--- src/rtl/vec_exec_unit.sv ---
// vec_exec_unit: multi-cycle 16-lane x 16-bit vector execute stage.
// Lanes are processed LANES_PER_CYCLE at a time over NUM_GROUPS RUN cycles
// and the result is written back in a single registered WB cycle.
//
// Handshake: start is sampled only while the unit is idle (busy=0). A start
// seen while busy is dropped. busy rises the cycle after acceptance and falls
// after the single-cycle wr_en strobe. wr_dst and wr_data are meaningful only
// while wr_en=1.
module vec_exec_unit #(
    parameter int LANES_PER_CYCLE = 4
) (
    input  logic         clk,
    input  logic         rst,
    input  logic         start,
    input  logic [1:0]   op,
    input  logic [2:0]   dst,
    input  logic [255:0] src_a,
    input  logic [255:0] src_b,
    output logic         busy,
    output logic         wr_en,
    output logic [2:0]   wr_dst,
    output logic [255:0] wr_data,
    output logic [1:0]   dbg_state
);

    localparam int NUM_GROUPS = 16 / LANES_PER_CYCLE;
    localparam int GW         = (NUM_GROUPS > 1) ? $clog2(NUM_GROUPS) : 1;
    localparam logic [GW-1:0] LAST_GROUP = GW'(NUM_GROUPS - 1);

    typedef enum logic [1:0] {
        S_IDLE = 2'd0,
        S_RUN  = 2'd1,
        S_WB   = 2'd2
    } state_t;

    typedef enum logic [1:0] {
        OP_VADD = 2'd0,
        OP_VSUB = 2'd1,
        OP_VMUL = 2'd2,
        OP_VDOT = 2'd3
    } op_t;

    state_t         state_q;
    op_t            op_q;
    logic [2:0]     dst_q;
    logic [255:0]   a_q;
    logic [255:0]   b_q;
    logic [255:0]   res_q, res_d;
    logic [15:0]    acc_q, acc_d;
    logic [GW-1:0]  group_q;
    logic           busy_q;
    logic           wr_en_q;
    logic [2:0]     wr_dst_q;
    logic [255:0]   wr_data_q;

    logic [15:0]    lane_a, lane_b, lane_r;
    logic [255:0]   wb_data_d;

    // Shared lane datapath: compute the current group's lanes and fold the
    // products into the dot-product accumulator.
    always_comb begin
        res_d  = res_q;
        acc_d  = acc_q;
        lane_a = '0;
        lane_b = '0;
        lane_r = '0;
        for (int l = 0; l < LANES_PER_CYCLE; l++) begin
            lane_a = a_q[(int'(group_q) * LANES_PER_CYCLE + l) * 16 +: 16];
            lane_b = b_q[(int'(group_q) * LANES_PER_CYCLE + l) * 16 +: 16];
            unique case (op_q)
                OP_VADD: lane_r = lane_a + lane_b;
                OP_VSUB: lane_r = lane_a - lane_b;
                default: lane_r = lane_a * lane_b;
            endcase
            res_d[(int'(group_q) * LANES_PER_CYCLE + l) * 16 +: 16] = lane_r;
            if (op_q == OP_VDOT) begin
                acc_d = acc_d + lane_r;
            end
        end
        // Final write-back word includes the group being finished this cycle.
        wb_data_d = (op_q == OP_VDOT) ? {240'd0, acc_d} : res_d;
    end

    // Control FSM with registered outputs; reset aborts any operation.
    always_ff @(posedge clk) begin
        if (rst) begin
            state_q   <= S_IDLE;
            op_q      <= OP_VADD;
            dst_q     <= '0;
            a_q       <= '0;
            b_q       <= '0;
            res_q     <= '0;
            acc_q     <= '0;
            group_q   <= '0;
            busy_q    <= 1'b0;
            wr_en_q   <= 1'b0;
            wr_dst_q  <= '0;
            wr_data_q <= '0;
        end else begin
            unique case (state_q)
                S_IDLE: begin
                    wr_en_q <= 1'b0;
                    if (start) begin
                        op_q    <= op_t'(op);
                        dst_q   <= dst;
                        a_q     <= src_a;
                        b_q     <= src_b;
                        res_q   <= '0;
                        acc_q   <= '0;
                        group_q <= '0;
                        busy_q  <= 1'b1;
                        state_q <= S_RUN;
                    end
                end
                S_RUN: begin
                    res_q   <= res_d;
                    acc_q   <= acc_d;
                    group_q <= group_q + GW'(1);
                    if (group_q == LAST_GROUP) begin
                        group_q   <= '0;
                        wr_en_q   <= 1'b1;
                        wr_dst_q  <= dst_q;
                        wr_data_q <= wb_data_d;
                        state_q   <= S_WB;
                    end
                end
                S_WB: begin
                    wr_en_q <= 1'b0;
                    busy_q  <= 1'b0;
                    state_q <= S_IDLE;
                end
                default: begin
                    state_q <= S_IDLE;
                end
            endcase
        end
    end

    assign busy      = busy_q;
    assign wr_en     = wr_en_q;
    assign wr_dst    = wr_dst_q;
    assign wr_data   = wr_data_q;
    assign dbg_state = state_q;

endmodule

--- config.mk ---
export PLATFORM = sky130hd
export DESIGN_NAME = vec_exec_unit
export DESIGN_NICKNAME = d
export VERILOG_FILES = /design/src/rtl/vec_exec_unit.sv
export SDC_FILE = /design/constraint.sdc
export NUM_CORES = 2
export LEC_CHECK = 0
export CORE_MARGIN = 3
export CORE_UTILIZATION = 26
export CTS_CLUSTER_SIZE = 16
export DETAILED_ROUTE_END_ITERATION = 12
export GPL_TIMING_DRIVEN = 0
export PLACE_DENSITY_LB_ADDON = 0.1
export SYNTH_ARGS = -nofsm -noshare
export SYNTH_HDL_FRONTEND = slang
export SYNTH_SLANG_ARGS = --single-unit
--- constraint.sdc ---
create_clock -name clk -period 18.95 [get_ports clk]
set_input_delay 3.79 -clock clk [delete_from_list [all_inputs] [get_ports clk]]
set_output_delay 3.79 -clock clk [all_outputs]
set_load 0.02 [all_outputs]
==> flow_summary.yaml <==
outcome:
  status: "complete, but fails checks"
  violations: "capacitance limit, slew limit"
route:
  viasPerCell: 5.20
  drt-total-wl_um: 362000
  post_drt_wl_per_cell_um: 30.0
  drt_pass1_iterations: 8
  remaining_drc_errors: 0
  drt-initial-drc-count: 6446
  num_vias: 62600
  ant_nets: 0
power_and_ir_drop:
  sw_frac_of_total_pct: 39.1
  combPwrFrac_pct: 34.8
  switchingPower_mw: 2.95
  powerDensity_mw_per_mm2: 92.9
  clockPowerShare_pct: 34.4
  irDropWorstVdd_v: 0.000102
  internal_power_mw: 4.59
  p_leak_nw: 31.3
  pwr-share-seq_pct: 30.8
global_routing:
  first_global_vias: 61600
  grt_pass1_wl_um: 492000
  grt_max_degree: 17
  antenna_found_initial: 44
  grt_usage_pct: 27.9
  grt.overflow.total: 0
synth:
  synth_ff_type: "dfxtp_1"
  ys_seq_elements: 1040
  synth_edf_count: 0
  async_flop_share_pct: 0
  synth.avg_cell_area_um2: 8.23
  yosys_warnings: 0
  yosysTopAreaCell: "dfxtp_1"
  synth_area_mm2: 0.0640
  synth_common_cells: "nand2_1, dfxtp_1, a21oi_1, inv_1, clkbuf_1"
  syn-num-nets: 8956
  synthMostInstantiatedCell: "nand2_1"
  yosys.area.top_type_share_pct: 32.5
  ys_seq_area_share_pct: 32.5
  synth_area_leaders: "dfxtp_1, fa_1, nand2_1"
  synth_cells: 7777
  ys_types: 87
die:
  die_area_mm2: 0.252
  die_w_um: 502
  pin_count: 783
  die_y_um: 502
  core.rowCount: 181
  start_util_pct: 26.2
  core_mm2: 0.244
worst_setup_path:
  max_stage_delay_ns: 1.13
  crit_start: "group_q[1]"
  crit_required_ns: 19.62
  r2r_slack_ns: 3.76
  reg2reg_depth: 44
  startpoint_type: "flip-flop"
  path_class: "reg2reg"
  endpoint: "acc_q[15]"
  cp_slowest_cell: "a21oi_1"
  end_kind: "flip-flop"
  r2r_end: "acc_q[15]"
  cp_common_cell: "ha_1"
  crit_arrival_ns: 15.86
  rr_startpoint: "group_q[1]"
  crit_fanout: 10
finish:
  fin_cells: 12100
  final-seq-area_mm2: 0.0208
  utilization_pct: 33.3
  layout-drive-gt1-share_pct: 5.55
  syn_to_final_growth_pct: 27.0
  fin_area_mm2: 0.0812
  fill_cells: 25800
  final_nets: 9913
  multi_input_comb_area_mm2: 0.0387
sta:
  finalCritPeriodShare_pct: 80.2
  fmax_mhz: 65.8
  timing.final.crit_period_ns: 15.19
  worst-slew-pin-transition_ns: 1.61
  slew_headroom_pct: -7.32
  fin_skew_ns: 0.0547
  setup_viol: 0
  finalSetupTns_ns: 0
  rsz0062_at_grt: "false"
  fin_ws_ns: 3.76
  final_hold_viol_count: 0
  report.final.slew_viol_count: 11
cts:
  tritoncts: "yes"
  path_clk_slew_ns: 0.06
  clock_sinks: 1040
  cts_buffers: 130
  clockRootBuffer: "clkbuf_16"
  htreeDepth: 4
  cts_buffer_depth: 3
  ctsHoldBuffers: 0
  post-cts-setup-buffer-count: 0
  ctsResizeCount: 0
  clock_latency_ns: 0.83
placed_design:
  globalplace.congestion: 0.951
  placed_cell_area_mm2: 0.0767
  place_worst_setup_slack_ns: 3.95
  dp_hpwl_um: 294000
  dp.cells: 11800
  io_buffers: 781
hold_path:
  holdCritPathClass: "reg2reg"
run:
  maxCapViolations: 2
## worst min-delay path by stage
stage | start | endpoint | slack [ns] | cells past startpoint
floorplan | res_q[142] | res_q[142] | 0.43 | 2
global placement | a_q[114] | a_q[114] | 0.44 | 2
detailed placement | b_q[138] | b_q[138] | 0.44 | 2
CTS | b_q[138] | b_q[138] | 0.45 | 2
global route | b_q[136] | b_q[136] | 0.47 | 2
finish | a_q[140] | a_q[140] | 0.45 | 2
## power groups by stage
stage | Sequential (mW) | Combinational, mW | Clock (mW)
after detailed placement | 2.37 | 2.58 | 0
after CTS | 2.32 | 2.60 | 2.62
after floorplan | 2.35 | 1.16 | 0
final | 2.32 | 2.63 | 2.60
after global routing | 2.33 | 2.74 | 2.71
after global placement | 2.37 | 2.37 | 0
## cell families (layout without fill, tap and decap cells)
logic type | after synthesis | after routing | share of synthesized area (%)
fa+ha+maj | 659 | 659 | 16.7
xor+xnor | 295 | 295 | 4.18
buf+inv | 1203 | 2260 | 7.31
simple gates | 2706 | 2706 | 17.8
flops | 1040 | 1040 | 32.5
compound gates | 1727 | 1727 | 16.6
other cells | 0 | 20 | 0
mux | 147 | 147 | 4.84
## per-stage QoR
step | hold WS, ns | total power, mW
final | 0.453 | 7.55
after detailed placement | 0.443 | 4.95
after global routing | 0.468 | 7.77
after floorplan | 0.425 | 3.50
after CTS | 0.451 | 7.54
after global placement | 0.439 | 4.74
## critical path, delay by kind of cell, from the launching register on
| family | cells | cell delay (ns) |
|---|---|---|
| AO/OA/AOI/OAI | 12 | 3.35 |
| XOR/XNOR | 4 | 1.01 |
| adder cells (fa/ha/maj) | 11 | 4.16 |
| buffers and inverters | 9 | 3.74 |
| flip-flops | 1 | 0.42 |
| multiplexers | 2 | 0.72 |
| AND/OR/NAND/NOR | 6 | 1.59 |
## routing by layer
metal  track usage, %  routed length [um]  vias up
li1                 -                   -    27900
met5                0                 218        -
met4             10.8               15700       30
met1             37.4              156000    31500
met3             5.79               28800      498
met2             43.9              161000     2730
## final cells by class
class / instances / share of cell area, %
clock inverters: 32 / 0.675
clock buffers: 200 / 4.79
inverters: 670 / 3.10
flip-flops and latches: 1040 / 25.6
repair buffers: 825 / 10.5
diodes: 20 / 0.0616
plain buffers: 533 / 2.67
well taps: 3202 / 4.93
multi-input cells: 5534 / 47.6
## registers in the layout, summed over array words and instances, names as in the netlist
name	count
a_q	256
acc_q	16
b_q	256
busy	1
dbg_state	2
dst_q	3
group_q	2
op_q	2
res_q	242
wr_data	256
wr_dst	3
wr_en	1
## placed cells by master, fill, tap and decap left out, types with 27 or more instances in the layout
cell type / count
a21o_1: 34
a21oi_1: 869
a22o_1: 32
a22oi_1: 279
and2_1: 204
buf_1: 45
buf_8: 31
clkbuf_1: 478
clkbuf_16: 132
clkbuf_8: 33
clkdlybuf4s50_1: 781
dfxtp_1: 1040
fa_1: 328
ha_1: 331
inv_1: 664
mux4_2: 128
nand2_1: 1717
nand3_1: 217
nor2_1: 422
nor3_1: 39
o21ai_0: 136
o21ai_2: 27
o21bai_1: 34
o22ai_1: 35
o2bb2ai_1: 132
xnor2_1: 219
xor2_1: 68
(Power assumes the default switching activity.)
